[src/rtl/riscv_pkg.sv]
// Shared definitions for the fetch stage: the fetch FSM encoding, the NOP word
// that decode sees while no instruction has been fetched, and the default datapath width.
package riscv_pkg;
    localparam int          XLEN      = 32;
    localparam logic [31:0] NOP_INSTR = 32'h0000_0013;

    typedef enum logic [2:0] {
        BOOT,
        REQ,
        WAIT,
        HOLD,
        TRAP
    } fetch_state_e;
endpackage

[src/rtl/pc_fetch_unit_if.sv]
// Instruction-memory port: a valid/ready request carrying the fetch address,
// followed by a valid-only response carrying the instruction word.
interface pc_fetch_unit_if #(
    parameter int XLEN = 32
);
    logic            req_valid;
    logic            req_ready;
    logic [XLEN-1:0] addr;
    logic            rsp_valid;
    logic [31:0]     rsp_data;

    modport master (
        output req_valid, addr,
        input  req_ready, rsp_valid, rsp_data
    );

    modport slave (
        input  req_valid, addr,
        output req_ready, rsp_valid, rsp_data
    );
endinterface

[src/rtl/pc_next_select.sv]
// Next-PC mux and word-alignment check. The block has no adder because the
// PC+4 value is produced outside it.
module pc_next_select #(
    parameter int XLEN = 32
) (
    input  logic [XLEN-1:0] pc_plus4,
    input  logic [XLEN-1:0] branch_target,
    input  logic            branch_taken,
    output logic [XLEN-1:0] next_pc,
    output logic            next_misaligned
);
    assign next_pc         = branch_taken ? branch_target : pc_plus4;
    assign next_misaligned = |next_pc[1:0];
endmodule

[src/rtl/pc_fetch_unit.sv]
// Fetch stage: holds the architectural PC, fetches one instruction per
// REQ/WAIT/HOLD round trip, and drops into a sticky trap on a misaligned next PC.
module pc_fetch_unit #(
    parameter int              XLEN     = riscv_pkg::XLEN,
    parameter logic [XLEN-1:0] RESET_PC = '0
) (
    input  logic                  clock,
    input  logic                  reset,
    input  logic [XLEN-1:0]       pc_plus4,
    input  logic [XLEN-1:0]       branch_target,
    input  logic                  branch_taken,
    input  logic                  stall,
    pc_fetch_unit_if.master       imem,
    output logic [XLEN-1:0]       pc,
    output logic [31:0]           instr,
    output logic                  instr_valid,
    output logic                  misaligned
);
    import riscv_pkg::*;

    fetch_state_e    state, state_next;
    logic [XLEN-1:0] next_pc;
    logic            next_misaligned;
    logic            pc_load;
    logic            instr_load;

    pc_next_select #(.XLEN(XLEN)) u_next (
        .pc_plus4        (pc_plus4),
        .branch_target   (branch_target),
        .branch_taken    (branch_taken),
        .next_pc         (next_pc),
        .next_misaligned (next_misaligned)
    );

    always_ff @(posedge clock) begin
        if (reset) begin
            state <= BOOT;
            pc    <= RESET_PC;
            instr <= NOP_INSTR;
        end else begin
            state <= state_next;
            if (pc_load)    pc    <= next_pc;
            if (instr_load) instr <= imem.rsp_data;
        end
    end

    // The memory response is sampled only in WAIT, so a response that arrives
    // around a reset or while stalled cannot overwrite instr.
    always_comb begin
        state_next = state;
        pc_load    = 1'b0;
        instr_load = 1'b0;
        case (state)
            BOOT: state_next = REQ;
            REQ:  if (imem.req_ready) state_next = WAIT;
            WAIT: if (imem.rsp_valid) begin
                instr_load = 1'b1;
                state_next = HOLD;
            end
            HOLD: if (!stall) begin
                if (next_misaligned) begin
                    state_next = TRAP;
                end else begin
                    pc_load    = 1'b1;
                    state_next = REQ;
                end
            end
            TRAP:    state_next = TRAP;
            default: state_next = BOOT;
        endcase
    end

    assign imem.req_valid = (state == REQ);
    assign imem.addr      = pc;
    assign instr_valid    = (state == HOLD);
    assign misaligned     = (state == TRAP);
endmodule

[src/flat_wrapper.sv]
// flat-port wrapper written by rule: the top's interface ports become plain ports
module pc_fetch_unit_flat import riscv_pkg::*;
#(
    parameter int              XLEN     = riscv_pkg::XLEN,
    parameter logic [XLEN-1:0] RESET_PC = '0
)
  (clock, reset, pc_plus4, branch_target, branch_taken, stall, pc, instr, instr_valid, misaligned, imem_req_valid, imem_addr, imem_req_ready, imem_rsp_valid, imem_rsp_data);
  pc_fetch_unit_if #(.XLEN(XLEN)) imem_i ();
  input  logic clock;
  input  logic reset;
  input  logic [XLEN-1:0] pc_plus4;
  input  logic [XLEN-1:0] branch_target;
  input  logic branch_taken;
  input  logic stall;
  output logic [XLEN-1:0] pc;
  output logic [31:0] instr;
  output logic instr_valid;
  output logic misaligned;
  output wire logic [$bits(imem_i.req_valid)-1:0] imem_req_valid;
  output wire logic [$bits(imem_i.addr)-1:0] imem_addr;
  input wire logic [$bits(imem_i.req_ready)-1:0] imem_req_ready;
  input wire logic [$bits(imem_i.rsp_valid)-1:0] imem_rsp_valid;
  input wire logic [$bits(imem_i.rsp_data)-1:0] imem_rsp_data;
  assign imem_req_valid = imem_i.req_valid;
  assign imem_addr = imem_i.addr;
  assign imem_i.req_ready = imem_req_ready;
  assign imem_i.rsp_valid = imem_rsp_valid;
  assign imem_i.rsp_data = imem_rsp_data;
  pc_fetch_unit #(.XLEN(XLEN), .RESET_PC(RESET_PC)) u_core (.clock(clock), .reset(reset), .pc_plus4(pc_plus4), .branch_target(branch_target), .branch_taken(branch_taken), .stall(stall), .imem(imem_i), .pc(pc), .instr(instr), .instr_valid(instr_valid), .misaligned(misaligned));
endmodule
[config.mk]
export PLATFORM = sky130hd
export DESIGN_NAME = pc_fetch_unit_flat
export DESIGN_NICKNAME = d
export VERILOG_FILES = /design/src/rtl/riscv_pkg.sv /design/src/rtl/pc_fetch_unit_if.sv /design/src/rtl/pc_next_select.sv /design/src/rtl/pc_fetch_unit.sv /design/src/flat_wrapper.sv
export SDC_FILE = /design/constraint.sdc
export NUM_CORES = 1
export LEC_CHECK = 0
export BUFFER_PORTS_ARGS = -buffer_cell sky130_fd_sc_hd__buf_2
export CORE_MARGIN = 2
export CORE_UTILIZATION = 39
export CTS_CLUSTER_DIAMETER = 150
export DETAILED_ROUTE_END_ITERATION = 6
export HOLD_SLACK_MARGIN = 0.03
export PLACE_DENSITY = 0.74
export SYNTH_ARGS = -nofsm -noshare
export SYNTH_HDL_FRONTEND = slang
export SYNTH_SLANG_ARGS = --single-unit
[constraint.sdc]
create_clock -name clock -period 1.97 [get_ports clock]
set_input_delay 0 -clock clock [delete_from_list [all_inputs] [get_ports clock]]
set_output_delay 0 -clock clock [all_outputs]
set_load 0.01 [all_outputs]
==> results of run 1 <==
==> worst register-to-register path, stage by stage, from the launching register on <==
cell           delay [ps]
dfxtp_1               310
buf_4                 160
and3b_1               180
a2111oi_1             400
o31a_1                200
dlygate4sd3_1         530
==> sequential cells by signal (all words and copies together), names as in the netlist <==
register          count
u_core.instr         32
u_core.state          3
u_core.imem.addr     32
==> final cells by class <==
| type | count | share of cell area [%] |
|---|---|---|
| Timing Repair Buffer | 248 | 31.2 |
| Multi-Input combinational cell | 208 | 30.2 |
| Sequential cell | 67 | 28.7 |
| Clock buffer | 11 | 3.24 |
| Tap cell | 105 | 2.81 |
| Inverter | 32 | 2.57 |
| Clock inverter | 5 | 1.31 |
==> kinds of logic after synthesis <==
logic type,count (synthesis)
simple gates,97
buf+inv,97
compound gates,95
flops,67
mux,16
==> worst max path at each step <==
stage | to | slack [ps] | cells past startpoint
after CTS | u_core.state[0] | 50 | 4
after detailed placement | u_core.imem.addr[15] | 470 | 4
after global routing | u_core.state[0] | 10 | 5
after floorplan | u_core.instr[10] | 530 | 6
final | u_core.state[0] | 130 | 5
after global placement | u_core.instr[25] | 530 | 5
==> routing by layer <==
layer | global-route usage, % | vias up | part of all wire [%]
met5 | 0 | - | 0
met1 | 21.9 | 1509 | 40
met4 | 7.37 | 0 | 1.4
li1 | - | 1630 | -
met3 | 4.58 | 13 | 7.4
met2 | 35.0 | 134 | 51
==> synth_stat cells <==
master	number	area share, %
or3_1	1	0.19
clkbuf_1	26	3.0
nand2b_1	1	0.19
inv_1	32	3.7
buf_6	4	1.4
o31a_1	1	0.27
a21o_4	1	0.46
buf_2	3	0.46
or3b_1	1	0.27
a2111oi_0	1	0.27
nor2_1	1	0.12
buf_4	32	7.4
nor4bb_1	2	0.62
nand4bb_1	2	0.69
nor3_1	1	0.15
nor3b_1	3	0.69
and3b_1	3	0.81
a221oi_2	12	5.5
a211oi_1	47	11
dfxtp_1	67	41
a21oi_1	30	4.6
nand2_1	65	7.5
a221oi_1	2	0.54
a31oi_1	1	0.19
nor2b_1	14	2.7
nand3b_1	3	0.69
mux2_2	16	5.5
==> metrics by stage <==
step	area [um^2]	setup WS [ps]	hold WS [ps]	util [%]
6_report	4680	131	58.6	57.5
5_1_grt	4680	10.4	50.4	57.5
4_1_cts	4680	47.4	36.7	57.5
3_5_place_dp	4110	468	222	50.6
3_3_place_gp	4110	529	211	50.6
2_1_floorplan	3250	531	124	-
==> report_power, final <==
| part | internal (uW) | switching, uW |
|---|---|---|
| sequential | 1380 | 16.7 |
| clock | 655 | 520 |
| combinational | 219 | 187 |
| total | 2250 | 724 |
==> timing repair <==
action | 4_1_cts | 5_1_grt
endpoints found under the hold margin | 34 | 0
endpoints found under the setup margin | 0 | 1
hold buffers | 35 | 0
gates resized for setup | 0 | 2
==> reports/metrics.csv, run 1 <==
metric,value,unit
Die X,95.4,um
buffer count from post-CTS setup fixing,0,
nature of the critical path endpoint,flop,
CP startpoint,u_core.state[0],
"commonest non-fill, non-tap cell in the layout",buf_2,
Post-Synth Adder-Cell Area,0,%
Non-Filler Instances,676,
worst r2r dst,u_core.state[0],
HP Class,input pin to flop,
vias,3286,
Worst-Skew Late Latency,330,ps
multi-input combinational cell area,1410,um^2
Clock Path Buffers,2,
routed len/inst,13.6,um
RSZ-0062 raised after global routing,false,
"Arr. time, crit path",2110,ps
most frequent cells in the layout,"buf_2, dfxtp_1, nand2_1, a211oi_1, dlygate4sd3_1",
Clk Tree Root Cell,clkbuf_8,
Post-Synth XOR/XNOR Area,0,%
hold wc startpoint,branch_target[4],
Routed WL,9.21,mm
fraction of final layout cells sized beyond drive strength 1,45.5,%
reg2reg start,u_core.state[0],
CP peak stage delay,530,ps
Clock Sinks,67,
largest family of logic cells by synthesized area,compound AO/OA/AOI/OAI gates,
Num CTS Buffers,9,
Worst Hold Path EP,u_core.imem.addr[4],
MaxCap Viol Count,0,
R2R Setup Slk,130,ps
post-detailed-route via-to-cell ratio,4.86,
post-synthesis register bit count,67,
Slowest cell on crit path,dlygate4sd3_1,
cells after synthesis,372,
Reg area,1340,um^2
DRT iter0 DRCs,76,
Ant. Diodes,0,
register area share after synthesis,41.2,%
first-pass GRT wire length,13.8,mm
GR Overflow Total,0,
Layout Nets,668,
# IOs,201,
status,"complete, no violations",
post-synthesis compound-gate area fraction,22.7,%
total track usage,19.4,%
critical path's top delay family,buffers and inverters,
Pleak,0.00210,uW
simple-gate portion of the synthesized area,14.6,%
Clock transition at path regs,70,ps
core area,8130,um^2
critical path class,flop to flop,
"Cell Area, Synth",3250,um^2
actual slew at the worst max-slew pin,454,ps
PD cells,636,nW/um^2
H-Tree Depth,3,
clock skew,11.2,ps
placed wire-length estimate,6.28,mm
final worst-path cycle share,93.3,%
initial antenna violation count,0,
Die Area,9090,um^2
startpoint class of the critical path,flop,
number of global-route vias before repair,3003,
YS warnings,0,
Final Wtd Congestion,0.686,
total power draw,2980,uW
relative slew slack,69.8,%
Fin Setup TNS,0,ps
Mapped Nets,474,
Initial Utilization,40.0,%
row count,33,
area grow syn2layout,43.8,%
unique cell type count in the Yosys netlist,27,
pin count of the biggest net entering global routing,45,
synthesized area per cell,8.75,um^2
mux share of post-synthesis cell area,5.54,%
maximum vdd drop,0.375,mV
CP required,2240,ps
Fill cells,751,
"Max FO, Critical Path",9,
# port buffers,200,
post-route antenna net violation count,0,
path depth of the worst reg2reg path,5,
drt first pass iters,4,
Final Hold Fails,0,
drc violations,0,
# setup viols final,0,
worst path bufs/invs,2,
Inst Count DP,625,
fin. max-slew vios,0,
Period minus WS final,1840,ps
CTS tree,yes,
FMAX,0.544,GHz
hold path depth,3,
"Cell Chain, Critical Path","buf_4, and3b_1, a2111oi_1, o31a_1, dlygate4sd3_1",
Die Ht,95.4,um
No activity file was read; power rests on OpenSTA's default activity.
==> run 2: changes to the inputs <==
--- a/config.mk
+++ b/config.mk
@@ -5,13 +5,13 @@
 export SDC_FILE = /design/constraint.sdc
 export NUM_CORES = 1
 export LEC_CHECK = 0
-export BUFFER_PORTS_ARGS = -buffer_cell sky130_fd_sc_hd__buf_2
 export CORE_MARGIN = 2
 export CORE_UTILIZATION = 39
 export CTS_CLUSTER_DIAMETER = 150
 export DETAILED_ROUTE_END_ITERATION = 6
+export DONT_BUFFER_PORTS = 1
 export HOLD_SLACK_MARGIN = 0.03
-export PLACE_DENSITY = 0.74
 export SYNTH_ARGS = -nofsm -noshare
 export SYNTH_HDL_FRONTEND = slang
 export SYNTH_SLANG_ARGS = --single-unit
+export TNS_END_PERCENT = 100
==> constraint.sdc (replaced) <==
create_clock -name clock -period 1.97 [get_ports clock]
set_input_delay 0.197 -clock clock [delete_from_list [all_inputs] [get_ports clock]]
set_output_delay 0.197 -clock clock [all_outputs]
set_load 0.01 [all_outputs]
==> reports/metrics.csv, run 2 (same netlist as run 1, synthesis figures left out) <==
metric,value,unit,change
status,"complete, no violations",,
vias,2528,,-23%
Slowest cell on crit path,nor3b_1,,
Final Wtd Congestion,0.694,,+1.1%
critical path's top delay family,simple AND/OR/NAND/NOR gates,,
worst path bufs/invs,0,,-2
Ant. Diodes,0,,unchanged
drt first pass iters,4,,unchanged
dpl cell area,3060,um^2,-26%
Layout Nets,462,,-31%
fin. max-slew vios,0,,unchanged
Num CTS Buffers,9,,unchanged
"Cell Chain, Critical Path",nor3b_1,,
# resized after CTS,0,,unchanged
Clock Path Buffers,2,,unchanged
cell area after layout,3640,um^2,-22%
row count,33,,unchanged
FMAX,0.610,GHz,+12%
startpoint class of the critical path,flop,,
initial antenna violation count,0,,unchanged
RSZ-0062 raised after global routing,false,,
post-route antenna net violation count,0,,unchanged
critical path class,flop to output pin,,
Worst-Skew Late Latency,330,ps,about the same
drc violations,0,,unchanged
Fill cells,777,,+3.5%
"Max FO, Critical Path",10,,+1
Period minus WS final,1640,ps,-199 ps
# IOs,201,,unchanged
Final Hold Fails,0,,unchanged
R2R Setup Slk,400,ps,+270 ps
worst setup margin,330,ps,+199 ps
core area,8130,um^2,unchanged
Clock transition at path regs,80,ps,about the same
PD cells,797,nW/um^2,+25%
clock skew,5.43,ps,-5.78 ps
# setup viols final,0,,unchanged
post-detailed-route via-to-cell ratio,5.38,,+11%
fraction of final layout cells sized beyond drive strength 1,14.8,%,-31 points
MaxCap Viol Count,0,,unchanged
area grow syn2layout,11.8,%,
Die Ht,95.4,um,unchanged
"commonest non-fill, non-tap cell in the layout",dfxtp_1,,
DRT iter0 DRCs,60,,-21%
Inst Count DP,419,,-33%
actual slew at the worst max-slew pin,641,ps,+187 ps
Clock Sinks,67,,unchanged
Initial Utilization,40.0,%,unchanged
HP Class,input pin to flop,,
Routed WL,7.98,mm,-13%
Pleak,0.00115,uW,-45%
Non-Filler Instances,470,,-30%
Die X,95.4,um,unchanged
Fin Setup TNS,0,ps,unchanged
GR Overflow Total,0,,unchanged
first-pass GRT wire length,12.0,mm,-13%
Place WS,413,ps,-55.1 ps
placed wire-length estimate,4.92,mm,-22%
"Arr. time, crit path",1440,ps,-670 ps
relative slew slack,57.2,%,-13 points
CP peak stage delay,590,ps,+60 ps
CTS tree,yes,,
# port buffers,0,,-100%
most frequent cells in the layout,"dfxtp_1, nand2_1, a211oi_1, dlygate4sd3_1, inv_1",,
total track usage,17.3,%,-2.0 points
Clk Tree Root Cell,clkbuf_8,,
CP required,1770,ps,-470 ps
pin count of the biggest net entering global routing,66,,+47%
routed len/inst,17.0,um,+25%
final worst-path cycle share,83.3,%,-10 points
maximum vdd drop,0.354,mV,-5.6%
Min Hold Slack,60.8,ps,+2.25 ps
nature of the critical path endpoint,output pin,,
number of global-route vias before repair,2410,,-20%
Die Area,9090,um^2,unchanged
H-Tree Depth,3,,unchanged
==> run 2: changes by cell type in the layout (fill, tap and decap cells not counted), sizes merged <==
cell | previous run | this run
buf | 213 | 8
bufinv | 1 | 2
clkbuf | 11 | 9
clkinv | 1 | 5
clkinvlp | 3 | 0
dlygate4sd3 | 35 | 34
==> run 2: final timing paths <==
path | start | endpoint | cells past startpoint
min | reset | u_core.imem.addr[0] | 1
min reg2reg | u_core.instr[6] | u_core.instr[6] | 2
max | u_core.state[0] | imem_req_valid | 1
max reg2reg | u_core.state[0] | u_core.imem.addr[30] | 4
==> run 2: power by group <==
| group | internal, uW | switching [uW] |
|---|---|---|
| sequential | 1380 | 39.1 |
| combinational | 125 | 113 |
| clock | 710 | 535 |
==> run 2: area by class of cell <==
class / instances / area (um^2) / area share, %
multi-input combinational: 208 / 1410 / 38.7
sequential: 67 / 1340 / 36.9
timing repair buffer: 42 / 420 / 11.6
tap: 105 / 131 / 3.61
clock buffer: 9 / 124 / 3.40
inverter: 32 / 120 / 3.30
clock inverter: 7 / 92.6 / 2.54
==> run 2: stage by stage <==
step | power (uW) | util [%]
finish | 2900 | 44.7
global route | 3040 | 44.7
CTS | 2950 | 44.7
detailed placement | 1600 | 37.6
global placement | 1600 | 37.6
floorplan | 1610 | -
==> run 2: metal layers <==
| metal | global-route usage (%) | part of all wire (%) | routed length (um) | vias up |
|---|---|---|---|---|
| li1 | - | - | - | 1228 |
| met1 | 19.5 | 40 | 3160 | 1171 |
| met2 | 29.5 | 50 | 4010 | 111 |
| met3 | 5.85 | 7.8 | 626 | 18 |
| met4 | 7.97 | 2.3 | 183 | 0 |
| met5 | 0 | 0 | 0 | - |
==> run 2: what timing repair did <==
| item | in CTS | in global routing |
|---|---|---|
| setup buffers | 0 | 0 |
| hold buffers | 35 | 0 |
| hold endpoints to repair | 65 | 0 |
==> run 3: changes to the inputs <==
==> constraint.sdc (replaced) <==
create_clock -name clock -period 1.3 [get_ports clock]
set_input_delay 0.13 -clock clock [delete_from_list [all_inputs] [get_ports clock]]
set_output_delay 0.13 -clock clock [all_outputs]
set_load 0.01 [all_outputs]
==> reports/metrics.csv, run 3 (same netlist as run 1, synthesis figures left out) <==
metric,value,unit,change
Layout Nets,450,,-2.6%
nature of the critical path endpoint,output pin,,
worst setup margin,-53.8,ps,-384 ps
"Max FO, Critical Path",3,,-7
routed len/inst,18.4,um,+8.2%
multi-input combinational cell area,1850,um^2,+31%
post-route antenna net violation count,0,,unchanged
vias,2462,,-2.6%
PD cells,1090,nW/um^2,+36%
cell area after layout,4060,um^2,+11%
Clock Path Buffers,2,,unchanged
violated checks,"hold timing, setup timing",,
FMAX,0.739,GHz,
Min Hold Slack,-135,ps,-195 ps
Period minus WS final,1350,ps,
# port buffers,0,,unchanged
status,"finished, violations left",,
GR Overflow Total,0,,unchanged
R2R Setup Slk,-40,ps,-440 ps
reg2reg start,u_core.state[0],,
fraction of final layout cells sized beyond drive strength 1,46.2,%,+31 points
Final Wtd Congestion,0.722,,+4.1%
RSZ-0062 raised after global routing,true,,
drc violations,0,,unchanged
# IOs,201,,unchanged
maximum vdd drop,0.730,mV,+110%
total track usage,16.3,%,-1.1 points
final worst-path cycle share,104,%,
first-pass GRT wire length,11.5,mm,-4.2%
MaxCap Viol Count,0,,unchanged
Clock Sinks,67,,unchanged
Final Hold Fails,64,,+64
worst r2r dst,u_core.instr[26],,
hold wc startpoint,reset,,
fin. max-slew vios,0,,unchanged
hold path depth,1,,unchanged
actual slew at the worst max-slew pin,273,ps,-368 ps
relative slew slack,81.7,%,+25 points
DRT iter0 DRCs,118,,+97%
Die Area,9090,um^2,unchanged
startpoint class of the critical path,flop,,
clock skew,5.75,ps,+0.320 ps
row count,33,,unchanged
Clock transition at path regs,70,ps,about the same
Worst-Skew Late Latency,320,ps,about the same
# setup viols final,44,,+44
path depth of the worst reg2reg path,6,,+2
Die Ht,95.4,um,unchanged
Reg area,1340,um^2,+0.19%
Final Core Density,49.9,%,+5.1 points
placed wire-length estimate,5.12,mm,+4.1%
drt first pass iters,4,,unchanged
number of global-route vias before repair,2363,,-2.0%
Pleak,0.00129,uW,+13%
Worst Hold Path EP,u_core.instr[8],,
Die X,95.4,um,unchanged
Place WS,-26.4,ps,-440 ps
"commonest non-fill, non-tap cell in the layout",dfxtp_1,,
Routed WL,8.42,mm,+5.5%
core area,8130,um^2,unchanged
CTS tree,yes,,
Clk Tree Root Cell,clkbuf_8,,
Num CTS Buffers,9,,unchanged
"Arr. time, crit path",1220,ps,-220 ps
CP required,1170,ps,-600 ps
pin count of the biggest net entering global routing,68,,+3.0%
Ant. Diodes,0,,unchanged
critical path class,flop to output pin,,
Initial Utilization,40.0,%,unchanged
post-detailed-route via-to-cell ratio,5.38,,about the same
area grow syn2layout,24.6,%,
total power draw,4400,uW,+52%
dpl cell area,3310,um^2,+8.3%
most frequent cells in the layout,"dfxtp_1, nand2_1, inv_1, a211oi_2, a21oi_2",,
H-Tree Depth,3,,unchanged
HP Class,input pin to flop,,
Fill cells,750,,-3.5%
initial antenna violation count,0,,unchanged
[run 3: changes by cell type in the layout (fill, tap and decap cells not counted), sizes merged]
cell	change
clkinvlp	+1
clkinv	-3
buf	+19
dlygate4sd3	-34
clkbuf	+5
[run 3: per-layer routing]
metal / up-vias / routed length, um / global-route usage [%]
li1: 1198 / - / -
met1: 1159 / 3330 / 18.6
met2: 99 / 4310 / 27.6
met3: 6 / 719 / 6.72
met4: 0 / 63 / 5.07
met5: - / 0 / 0
[run 3: repair_timing]
item | 4_1_cts | 5_1_grt
pin swaps | 4 | 22
hold endpoints to repair | 67 | 67
gates resized for setup | 16 | 85
setup endpoints to repair | 37 | 69
buffers inserted | 3 | 3
gates cloned | 0 | 5
[run 3: critical path, cell delays in order, from the launching register on]
cell	delay, ps
dfxtp_2	330
buf_6	120
buf_6	120
nor3b_4	200
buf_6	140
[run 3: per-stage QoR]
stage | TNS (ps) | std cells
2_1_floorplan | -1820 | 372
6_report | -1000 | 458
4_1_cts | -1370 | 450
5_1_grt | -5770 | 458
3_3_place_gp | -35.6 | 431
3_5_place_dp | -179 | 431
[run 3: report_power, final]
group / internal [uW] / switching, uW / total, uW
Combinational: 225 / 198 / 423
Clock: 1080 / 762 / 1840
Sequential: 2090 / 49.9 / 2140
Total: 3390 / 1010 / 4400
[run 3: how the worst max path moves through the flow]
stage | from | to | slack, ps | cells past startpoint
global placement | pc_plus4[0] | u_core.imem.addr[20] | -20 | 5
floorplan | branch_taken | u_core.imem.addr[11] | -90 | 6
global route | u_core.state[2] | u_core.imem.addr[6] | -140 | 4
detailed placement | u_core.state[2] | u_core.imem.addr[14] | -30 | 4
CTS | u_core.state[1] | imem_req_valid | -90 | 4
finish | u_core.state[1] | misaligned | -50 | 4
[run 3: cell type report]
| class | count | area share [%] |
|---|---|---|
| multi-input cells | 208 | 45.6 |
| flip-flops and latches | 67 | 33.1 |
| repair buffers | 30 | 9.81 |
| clock buffers | 11 | 3.24 |
| well taps | 105 | 3.24 |
| inverters | 32 | 3.02 |
| clock inverters | 5 | 1.91 |
